===== src/rtl/fifo_ctrl_pkg.sv =====
// Shared types and constants for the dual-read MAC FIFO controller.
package fifo_ctrl_pkg;

  localparam logic [1:0] ST_IDLE  = 2'd0;
  localparam logic [1:0] ST_RUN   = 2'd1;
  localparam logic [1:0] ST_DRAIN = 2'd2;
  localparam logic [1:0] ST_DONE  = 2'd3;

  typedef enum logic [1:0] {
    IDLE  = ST_IDLE,
    RUN   = ST_RUN,
    DRAIN = ST_DRAIN,
    DONE  = ST_DONE
  } ctrl_state_t;

  // Width of the optional request-stall counter.
  localparam int STALL_CNT_W = 16;

endpackage


===== src/rtl/fifo_ctrl_occ.sv =====
// Up/down occupancy counter for one FIFO read head.
// Inc and Dec together leave the count unchanged. Callers guarantee that the
// count never goes past its range.
module fifo_ctrl_occ
  import fifo_ctrl_pkg::*;
#(
  parameter int CntWidth = 3
) (
  input  logic                clk,
  input  logic                rst,
  input  logic                Inc,
  input  logic                Dec,
  output logic [CntWidth-1:0] Count
);

  logic [CntWidth-1:0] count_q, count_d;

  // Next count from the push/pop pair.
  always_comb begin
    count_d = count_q;
    unique case ({Inc, Dec})
      2'b10:   count_d = count_q + CntWidth'(1);
      2'b01:   count_d = count_q - CntWidth'(1);
      default: count_d = count_q;
    endcase
  end

  // Occupancy register.
  always_ff @(posedge clk) begin
    if (rst) count_q <= '0;
    else     count_q <= count_d;
  end

  assign Count = count_q;

endmodule


===== src/rtl/fifo_buffer_ctrl.sv =====
// Sequencer/arbiter for the dual-read MAC FIFO: one write port fed from a
// valid/ready stream, two read heads (P = first pass, M = second pass).
// M may only read words that P has already popped, judged on registered
// occupancy counts with no same-cycle bypass.
// Optional feature: define FIFO_CTRL_STALL_CNT_EN to add the StallCnt output.
module fifo_buffer_ctrl
  import fifo_ctrl_pkg::*;
#(
  parameter int DataWidth   = 32,
  parameter int BufferWidth = 2,
  parameter int BufferSize  = 2**BufferWidth,
  parameter int LenWidth    = 8
) (
  input  logic                 clk,
  input  logic                 rst,
  input  logic                 Start,
  input  logic [LenWidth-1:0]  TileLen,
  input  logic                 InValid,
  output logic                 InReady,
  input  logic [DataWidth-1:0] InData,
  output logic                 Push,
  output logic [DataWidth-1:0] DataIn,
  input  logic                 ReqP,
  input  logic                 ReqM,
  output logic                 Pop1,
  output logic                 Pop2,
  output logic                 Busy,
  output logic                 Done
`ifdef FIFO_CTRL_STALL_CNT_EN
  ,output logic [STALL_CNT_W-1:0] StallCnt
`endif
);

  localparam int              OccW    = BufferWidth + 1;
  localparam logic [OccW-1:0] OccFull = OccW'(BufferSize);

  ctrl_state_t         state_q, state_d;
  logic [LenWidth-1:0] len_q, len_d;
  logic [LenWidth-1:0] push_cnt_q, push_cnt_d;
  logic [LenWidth-1:0] popm_cnt_q, popm_cnt_d;
  logic [OccW-1:0]     occ_p, occ_m;
  logic                active;
  logic                start_acc;

  assign active    = (state_q == RUN) || (state_q == DRAIN);
  assign start_acc = (state_q == IDLE) && Start;

  // A pop in the same cycle never frees a slot, and a push in the same cycle
  // never makes a word poppable: all decisions use registered counts.
  assign InReady = (state_q == RUN) && (occ_m < OccFull) && (push_cnt_q < len_q);
  assign Push    = InValid && InReady;
  assign DataIn  = InData;
  assign Pop1    = ReqP && (occ_p != '0) && active;
  assign Pop2    = ReqM && (occ_m > occ_p) && (popm_cnt_q < len_q) && active;
  assign Busy    = (state_q != IDLE);
  assign Done    = (state_q == DONE);

  // Tile sequencing and word counters.
  always_comb begin
    state_d    = state_q;
    len_d      = len_q;
    push_cnt_d = push_cnt_q;
    popm_cnt_d = popm_cnt_q;
    if (Push) push_cnt_d = push_cnt_q + LenWidth'(1);
    if (Pop2) popm_cnt_d = popm_cnt_q + LenWidth'(1);
    unique case (state_q)
      IDLE: begin
        if (Start) begin
          len_d      = TileLen;
          push_cnt_d = '0;
          popm_cnt_d = '0;
          state_d    = (TileLen == '0) ? DONE : RUN;
        end
      end
      RUN: begin
        if (Push && (push_cnt_q == len_q - LenWidth'(1))) state_d = DRAIN;
      end
      DRAIN: begin
        if (Pop2 && (popm_cnt_q == len_q - LenWidth'(1))) state_d = DONE;
      end
      DONE:    state_d = IDLE;
      default: state_d = IDLE;
    endcase
  end

  // Control state registers.
  always_ff @(posedge clk) begin
    if (rst) begin
      state_q    <= IDLE;
      len_q      <= '0;
      push_cnt_q <= '0;
      popm_cnt_q <= '0;
    end else begin
      state_q    <= state_d;
      len_q      <= len_d;
      push_cnt_q <= push_cnt_d;
      popm_cnt_q <= popm_cnt_d;
    end
  end

  fifo_ctrl_occ #(.CntWidth(OccW)) OccP (
    .clk   (clk),
    .rst   (rst),
    .Inc   (Push),
    .Dec   (Pop1),
    .Count (occ_p)
  );

  fifo_ctrl_occ #(.CntWidth(OccW)) OccM (
    .clk   (clk),
    .rst   (rst),
    .Inc   (Push),
    .Dec   (Pop2),
    .Count (occ_m)
  );

`ifdef FIFO_CTRL_STALL_CNT_EN
  logic [STALL_CNT_W-1:0] stall_q, stall_d;

  // Saturating count of cycles where a consumer asked and was not granted.
  always_comb begin
    stall_d = stall_q;
    if (start_acc)
      stall_d = '0;
    else if (((ReqP && !Pop1) || (ReqM && !Pop2)) && (stall_q != '1))
      stall_d = stall_q + STALL_CNT_W'(1);
  end

  // Stall counter register.
  always_ff @(posedge clk) begin
    if (rst) stall_q <= '0;
    else     stall_q <= stall_d;
  end

  assign StallCnt = stall_q;
`else
  // Default build: no stall statistics are kept.
`endif

endmodule


===== config.mk =====
export PLATFORM = sky130hd
export DESIGN_NAME = fifo_buffer_ctrl
export DESIGN_NICKNAME = d
export VERILOG_FILES = /design/src/rtl/fifo_ctrl_pkg.sv /design/src/rtl/fifo_ctrl_occ.sv /design/src/rtl/fifo_buffer_ctrl.sv
export SDC_FILE = /design/constraint.sdc
export NUM_CORES = 1
export LEC_CHECK = 0
export BUFFER_PORTS_ARGS = -buffer_cell sky130_fd_sc_hd__buf_2
export CORE_MARGIN = 5
export CORE_UTILIZATION = 35
export DETAILED_ROUTE_END_ITERATION = 6
export SYNTH_ARGS = -nofsm -noshare
export SYNTH_HDL_FRONTEND = slang
export SYNTH_HIERARCHICAL = 1
export SYNTH_SLANG_ARGS = --single-unit

===== constraint.sdc =====
create_clock -name clk -period 2.85 [get_ports clk]
set_input_delay 0.7125 -clock clk [delete_from_list [all_inputs] [get_ports clk]]
set_output_delay 0.7125 -clock clk [all_outputs]
set_load 0.005 [all_outputs]

# [Word-level counts from Yosys, hierarchy flattened]
# Cells that the tools add are included.
[word_totals] reg_bits=32 latch_bits=0 ram_bits=0 mem_bits_ro=0 input_bits=46 out_inout_bits=38 word_cells=61 memories=0
[op_classes] add_sub_neg=7 n_mul=0 n_div=0 order_cmp=4 n_eq_ne=12 n_shift=0 mux=13 bitwise_logic=0 reduce_logical=19
[op_table] op="$mux 8" count=6
[op_table] op="$add 8x1->8 const B" count=2
[op_table] op="$eq 8x8->1" count=2
[op_table] op="$lt 8x8->1" count=2
[op_table] op="$pmux 3 s2" count=2
[op_table] op="$logic_and 1x1->1" count=10
[op_table] op="$eq 2x2->1 const B" count=4
[op_table] op="$logic_not 8->1" count=1
[op_table] op="$mux 2" count=4
[op_table] op="$pmux 2 s4" count=1
[op_table] op="$sub 8x1->8 const B" count=1
[op_table] op="$add 3x1->3 const B" count=2
[op_table] op="$eq 2x1->1 const B" count=3
[op_table] op="$reduce_bool 2->1" count=3
[op_table] op="$sub 3x1->3 const B" count=2
[op_table] op="$ne 2x1->1 const B" count=2
[op_table] op="$gt 3x3->1" count=1
[op_table] op="$lt 3x3->1 const B" count=1
[op_table] op="$reduce_and 3->1" count=1
[op_table] op="$reduce_bool 3->1" count=1
[op_table] op="$logic_not 2->1" count=1
[op_table] op="$ne 2x2->1 const B" count=1
[op_table] op="$reduce_and 2->1" count=1
[op_table] op="$logic_or 1x1->1" count=1

# [Depth between registers and ports, before layout]
# Gate-level depths: netlist (run 1).
[depth] word_depth=7 depth_mapped=13

# [Cells and area by module]
# Netlist (run 1), hierarchy kept.
[modules_own_cells] module="fifo_buffer_ctrl" n_inst=1 cells_each=280 area_each_um2=2294.7
[modules_own_cells] module="fifo_ctrl_occ" n_inst=2 cells_each=14 area_each_um2=147.6

# [Worst setup path before layout (run 1)]
# OpenSTA, ideal clock, no wires.
[synth_timing] kind="register to register" start="register len_q[5]" end="register OccM.count_q[2], in the netlist OccM/Count[2]" setup_time_ns=0.070 t_arrival_ns=2.832 t_required_ns=2.780 setup_slack_ns=-0.052 stages_incl_launch_ff=13 period_less_slack_ns=2.902 cell_sequence="dfxtp_1 inv_1 ha_1 nand4_1 and3_1 nand3_1 nor2_1 inv_1 ha_1 fa_1 xnor2_1 or3_1 a21oi_1"
[synth_between] elab_chain_cells=5 elab_cells_between_ends=10 cone_classes="2 x order compare; 2 x eq/ne; 1 x mux; 5 x reduce/logical"
[synth_lines] element="from (decl)" line_no="fifo_buffer_ctrl.sv:38" text="logic [LenWidth-1:0] len_q, len_d;"
[synth_lines] element="from (signal assigned)" line_no="fifo_buffer_ctrl.sv:95" text="len_q <= len_d;"
[synth_lines] element="$lt 8x8->1 *" line_no="fifo_buffer_ctrl.sv:50" text="assign InReady = (state_q == RUN) && (occ_m < OccFull) && (push_cnt_q < len_q);"
[synth_lines] element="$logic_and 1x1->1 *" line_no="fifo_buffer_ctrl.sv:50"
[synth_lines] element="$logic_and 1x1->1 *" line_no="fifo_buffer_ctrl.sv:51" text="assign Push = InValid && InReady;"
[synth_lines] element="net Push" line_no="fifo_buffer_ctrl.sv:21" text="output logic Push,"
[synth_lines] element="$eq 2x1->1 / $eq 2x2->1 (equally long branches)" line_no="fifo_ctrl_occ.sv:21" text="unique case ({Inc, Dec})"
[synth_lines] element="$pmux 3 s2 / $reduce_bool 2->1 (equally long branches)"
[synth_lines] element="to (signal assigned)" line_no="fifo_ctrl_occ.sv:31" text="else count_q <= count_d;"
[synth_lines] element="to (decl)" line_no="fifo_ctrl_occ.sv:16" text="logic [CntWidth-1:0] count_q, count_d;"
# The timed path passes the listed nets; every way through them passes the cells marked *.
# A chain may end at the register's enable or synchronous reset.

# [Final worst setup path (run 1)]
[layout_timing] start="register OccP.count_q[1], in the netlist OccP/Count[1]" end="output Pop2"
[layout_between] elab_chain_cells=4
[layout_lines] element="from (decl)" line_no="fifo_ctrl_occ.sv:16"
[layout_lines] element="from (signal assigned)" line_no="fifo_ctrl_occ.sv:31"
[layout_lines] element="$gt 3x3->1" line_no="fifo_buffer_ctrl.sv:54" text="assign Pop2 = ReqM && (occ_m > occ_p) && (popm_cnt_q < len_q) && active;"
[layout_lines] element="$logic_and 1x1->1 (3 in a row)" line_no="fifo_buffer_ctrl.sv:54"
[layout_lines] element="to (decl)" line_no="fifo_buffer_ctrl.sv:26" text="output logic Pop2,"
# No other way between the ends.

==> flow_summary_export.csv, run 1 <==
group,metric,value,unit
outcome,status,"completed",
clocking,cts_buffers,5,
global_routing,globalRouteOverflowTotal,0,
worst_setup_path,cp_max_fo,6,
clocking,clock-sinks,32,
power,swShare,37.47,%
detailed_routing,first_pass_iters,4,
synth,syn-cell-area,2590,um2
sta,fin_crit_sh,94.77,%
clocking,clockBufferDepth,2,
place,io_buffers,19,
finish,register_area,643.1,um2
sta,setup_slack,0.1492,ns
detailed_routing,viasPerCell,4.913,
clocking,htree_levels,2,
global_routing,grt_pass1_vias,1955,
synth,ys_seq_area_share,24.73,%
synth,syn_avg_cell_area,8.409,um2
finish,multi_input_area,1594,um2
worst_setup_path,cp.required,2.14,ns
floorplanning,die_area,9220,um2
sta,worst_slew_pin_slew,0.6422,ns
detailed_routing,drc_errors,0,
global_routing,grt_max_degree,18,
synth,ys_seq_elements,32,
worst_setup_path,end_kind,"output port",
sta,hold_slack,0.4911,ns
synth,async_flop_share,0,%
synth,yosysTopAreaCellShare,24.73,%
power,p_total,1.482,mW
power,seq_power_share,34.6,%
worst_setup_path,r2r_cells,12,
global_routing,grt_pass1_wl,10010,um
floorplanning,num_io_pins,84,
global_routing,grtUsageTotal,14.14,%
place,pre_cts_slack,0.1276,ns
finish,nets,393,
worst_setup_path,cp_slowest_cell,"dfxtp_2",
finish,syn_to_final_growth,7.536,%
synth,synth_flop_cell,"dfxtp_1",
clocking,insertion_delay,0.29,ns
synth,synth_nets,385,
sta,rsz0062_at_grt,"false",
min_path,min_path_type,"reg -> reg",
detailed_routing,vias,2039,
power,p_clk_share,23.1,%
sta,maxSlewViolCount,0,
worst_setup_path,cp.arrival,1.99,ns
power,p_leak,1.150,nW
detailed_routing,routedWlPerCell,14.62,um
global_routing,antenna_found_initial,0,
power,internal-power,0.9268,mW
sta,final-hold-violation-count,0,
clocking,ctsHoldBuffers,0,
clocking,path_clk_slew,0.07,ns
synth,synth_area_leaders,"dfxtp_1 (25%), ha_1 (14%), buf_4 (9.6%), xnor2_1 (6.4%), xor2_1 (5.4%)",
worst_setup_path,path_class,"reg -> out",
floorplanning,die_y,96.02,um
worst_setup_path,slowest_delay,0.36,ns
worst_setup_path,crit_chain,"inv_1 -> ha_1 -> nor2b_1 -> o21ai_0 -> a221oi_2 -> nand2_1 -> clkinv_1 -> buf_4 -> buf_2",
min_path,hold_depth,2,
finish,n_antenna_cell,0,
power,pwr_density_cell,532.2,nW/um2
sta,finClkSkew,0.003330,ns
floorplanning,die_x,96.02,um
sta,max-slew-margin-rel,57.19,%
place,hpwl,4846,um
detailed_routing,drtAntennaViolNets,0,
sta,tns,0,ns
synth,ys_warn_count,6,
finish,nFillCells,785,
synth,syn_inst,308,
power,combPwrFrac,42.3,%
synth,yosysUniqueCellTypes,46,
clocking,cts_tree,"yes",
power,p_switching,0.5554,mW
sta,fmax,370.3,MHz
finish,drive_gt1_share,19.94,%
detailed_routing,drt-total-wl,6069,um
clocking,clockRootBuffer,"clkbuf_8",
sta,min_period,2.701,ns
place,gp_congestion,0.9038,
floorplanning,core_area,7214,um2
worst_setup_path,startpoint_type,"flop",
detailed_routing,drtIter0Drc,117,
power,vdd_drop_max,0.0002924,V
sta,final-setup-viol-count,0,
synth,synth_edf_count,0,
job,drv_cap,0,
floorplanning,initial_utilization,35.90,%
synth,netlist.top_cell.by_area,"dfxtp_1",
clocking,post_cts_buffers,0,
floorplanning,rows,31,
## power groups by stage
stage	clock [mW]	combinational [mW]	sequential (mW)
after global placement	0	0.606	0.522
final	0.342	0.626	0.513
after floorplan	0	0.468	0.526
after detailed placement	0	0.611	0.523
after global routing	0.370	0.694	0.520
after CTS	0.346	0.619	0.513
## routing by layer
layer,GRT usage [%],share of wire [%],vias to the layer above
li1,-,-,1042
met1,19.13,47,942
met2,21.68,46,46
met3,3.831,5.3,9
met4,4.621,1.2,0
met5,0,0,-
## final cells by class
type                       count  share of cell area (%)
tap                           99                   4.447
sequential                    32                   23.09
clock buffer                   6                   2.606
timing repair buffer          42                   9.614
multi-input combinational    214                   57.23
clock inverter                 1                  0.1797
inverter                      21                   2.830
## synth_stat cells, types with 3 or more instances
cell type and instances:
buf_4 33, dfxtp_1 32, ha_1 29, nor2_1 22, nand2_1 21, inv_1 20
a21oi_1 19, xnor2_1 19, xor2_1 16, nand3_1 12, o21ai_0 10, nor3_1 8
nand4_1 7, or3_1 7, clkbuf_1 6, mux2i_1 4, nor2b_1 3, o211ai_1 3
## repair_timing
item | CTS | global route
setup endpoints to repair | 1 | 3
gates resized for setup | 1 | 4
gates cloned | 0 | 0
## worst max-delay path, delay by kind of cell (launching register included)
| family | cells | cell delay [ns] |
|---|---|---|
| flops | 1 | 0.36 |
| fa+ha+maj | 1 | 0.28 |
| compound gates | 2 | 0.40 |
| simple gates | 2 | 0.24 |
| buf+inv | 4 | 0.42 |
## path summary, 6_finish.rpt
check | from | to | slack (ns)
worst max-delay path | OccP/Count[1] | Pop2 | 0.15
worst min-delay path | len_q[7] | len_q[7] | 0.49
worst max register to register | len_q[1] | OccM/Count[2] | 0.17
worst min register to register | len_q[7] | len_q[7] | 0.49
## placed cells by master, fill, tap and decap left out, drive strengths merged, types with 10 or more instances in the layout
master and instances:
xor2 16, nor3 10, xnor2 19, nor2 22, a21oi 19, nand3 12
buf 42, o21ai 10, nand2 21, inv 20, dfxtp 32, ha 29
## sequential cells by signal, indices dropped and copies added (netlist names)
name and cells:
OccM/Count 3, OccP/Count 3, len_q 8, popm_cnt_q 8
push_cnt_q 8, state_q 2
## cell families after synthesis
group / after synthesis / share of synthesized area, %
compound gates: 46 / 10.87
xor+xnor: 35 / 11.84
fa+ha+maj: 31 / 15.56
buf+inv: 62 / 14.40
flops: 32 / 24.73
mux: 6 / 2.415
simple gates: 96 / 20.19
## stage by stage
| stage | cell area (um2) | cells | utilization, % |
|---|---|---|---|
| floorplan | 2592 | 308 | - |
| global placement | 2690 | 408 | 37.29 |
| detailed placement | 2690 | 408 | 37.29 |
| CTS | 2774 | 415 | 38.45 |
| global route | 2785 | 415 | 38.61 |
| finish | 2785 | 415 | 38.61 |
(Power assumes the default switching activity.)
==> run 2: changes to the inputs <==
- CORE_UTILIZATION: 35 -> 47
- PLACE_DENSITY: not set -> 0.78
- clock period: 2.85 -> 2.3 ns (I/O delays scaled with it)
==> flow_summary_export.csv, run 2 (synthesized netlist as in run 1, its figures left out) <==
group,metric,value,unit
outcome,status,"complete, but fails checks",
outcome,violations,"negative setup slack",
worst_setup_path,crit_family,"adder cells",
worst_setup_path,path_class,"reg -> reg",
finish,reg_top3,"len_q: 8 flops, popm_cnt_q: 8 flops, push_cnt_q: 8 flops",
power,combPwrFrac,51.3,%
sta,max-slew-margin-rel,55.11,%
detailed_routing,routedWlPerCell,16.85,um
worst_setup_path,crit_chain,"inv_4 -> ha_4 -> nor2b_4 -> o211ai_1 -> a31o_2 -> nand2_2 -> clkinv_4 -> ha_4 -> fa_2 -> xnor2_2 -> or3_1 -> a21oi_2",
floorplanning,die_area,7096,um2
finish,n_antenna_cell,0,
sta,fmax,391.6,MHz
floorplanning,initial_utilization,47.62,%
floorplanning,rows,27,
place,dpl-instance-area,3044,um2
detailed_routing,first_pass_iters,4,
sta,setup_slack,-0.2537,ns
place,gp_congestion,0.9256,
worst_setup_path,cp.required,2.52,ns
power,p_switching,0.8120,mW
global_routing,globalRouteOverflowTotal,0,
global_routing,grt_max_degree,17,
power,internal-power,1.362,mW
worst_setup_path,path_buf_inv,2,
floorplanning,die_x,84.24,um
power,p_clk_share,19.4,%
detailed_routing,drt-total-wl,7180,um
worst_setup_path,end_kind,"flop",
power,p_total,2.174,mW
worst_setup_path,cp_slowest_cell,"dfxtp_4",
finish,fin_area,3349,um2
sta,final-setup-viol-count,7,
power,p_leak,1.409,nW
finish,drive_gt1_share,44.35,%
sta,maxSlewViolCount,0,
clocking,clockBufferDepth,2,
finish,nets,431,
place,hpwl,5290,um
worst_setup_path,slowest_delay,0.36,ns
detailed_routing,drc_errors,0,
detailed_routing,top_layer,"met4",
global_routing,grt_pass1_wl,11450,um
global_routing,antenna_found_initial,0,
detailed_routing,drtAntennaViolNets,0,
worst_setup_path,startpoint_type,"flop",
detailed_routing,vias,2306,
finish,utilization,61.58,%
detailed_routing,met3RoutedLength,493,um
detailed_routing,drtIter0Drc,135,
clocking,ctsHoldBuffers,0,
place,io_buffers,19,
detailed_routing,viasPerCell,5.413,
floorplanning,num_io_pins,84,
clocking,clock-sinks,32,
detailed_routing,wl_met1,3027,um
clocking,clockRootBuffer,"clkbuf_8",
clocking,insertion_delay,0.29,ns
detailed_routing,wl_met2,3507,um
sta,min_period,2.554,ns
sta,final-hold-violation-count,0,
clocking,cts_tree,"yes",
power,swShare,37.35,%
global_routing,grt_pass1_vias,2466,
global_routing,grtUsageTotal,19.90,%
power,pwr_density_cell,649.2,nW/um2
sta,fin_crit_sh,111.0,%
finish,syn_to_final_growth,29.32,%
sta,worst_slew_pin_slew,0.6734,ns
clocking,htree_levels,2,
power,vdd_drop_max,0.0003267,V
worst_setup_path,cp_max_fo,3,
floorplanning,die_y,84.24,um
job,drv_cap,0,
sta,finClkSkew,0.006903,ns
min_path,min_path_type,"reg -> reg",
finish,final_cell_mix,"buf_4 (56), nor2_1 (21), nand2_1 (19), buf_2 (19), xnor2_1 (18)",
sta,tns,-0.9889,ns
finish,layout_commonest_cell,"buf_4",
worst_setup_path,worst_path_most_repeated_cell,"ha_4",
clocking,cts_buffers,5,
power,seq_power_share,29.3,%
floorplanning,core_area,5439,um2
worst_setup_path,cp.arrival,2.77,ns
sta,rsz0062_at_grt,"true",
clocking,path_clk_slew,0.07,ns
[run 2: cell count changes in the layout (fill, tap and decap cells not counted), sizes merged]
cell,change
buf,+38
[run 2: worst min-delay path, stage by stage, from the launching register on]
cell     delay [ns]
dfxtp_4        0.37
nand2_1        0.06
a21oi_1        0.06
[run 2: timing repair]
action / CTS / global route
buffers inserted: 3 / 3
setup endpoints to repair: 8 / 11
pin swaps: 10 / 15
gates resized for setup: 18 / 24
[run 2: worst paths after layout]
kind	startpoint	to	slack (ns)	cells after the start
max reg2reg	len_q[1]	OccM/Count[2]	-0.25	12
min reg2reg	len_q[0]	len_q[0]	0.53	2
min	len_q[0]	len_q[0]	0.53	2
max	len_q[1]	OccM/Count[2]	-0.25	12
[run 2: power groups by stage]
stage,combinational [mW],clock (mW),sequential (mW)
3_5_place_dp,0.966,0,0.641
3_3_place_gp,0.941,0,0.639
6_report,1.11,0.422,0.638
2_1_floorplan,0.621,0,0.659
4_1_cts,1.02,0.428,0.632
5_1_grt,1.20,0.453,0.644
[run 2: final cells by class]
type | count | area [um2]
Inverter | 21 | 88.84
Clock buffer | 6 | 72.57
Multi-Input combinational cell | 214 | 1846
Fill cell | 414 | 2090
Timing Repair Buffer | 80 | 580.6
Sequential cell | 32 | 666.9
Clock inverter | 1 | 5.005
Tap cell | 72 | 90.09
[run 2: stage by stage]
stage                     setup slack, ns  std cells  hold WS (ns)
final                             -0.2537        426        0.5313
after CTS                         -0.2182        423        0.5276
after detailed placement          -0.2054        413        0.5139
after global routing              -0.3088        426        0.5428
after floorplan                   -0.1593        308        0.4647
after global placement            -0.1068        413        0.4970
[run 2: routing by layer]
metal / GRT usage (%) / up-vias
li1: - / 1115
met3: 4.318 / 19
met4: 7.310 / 0
met5: 0 / -
met1: 24.23 / 1095
met2: 34.29 / 77
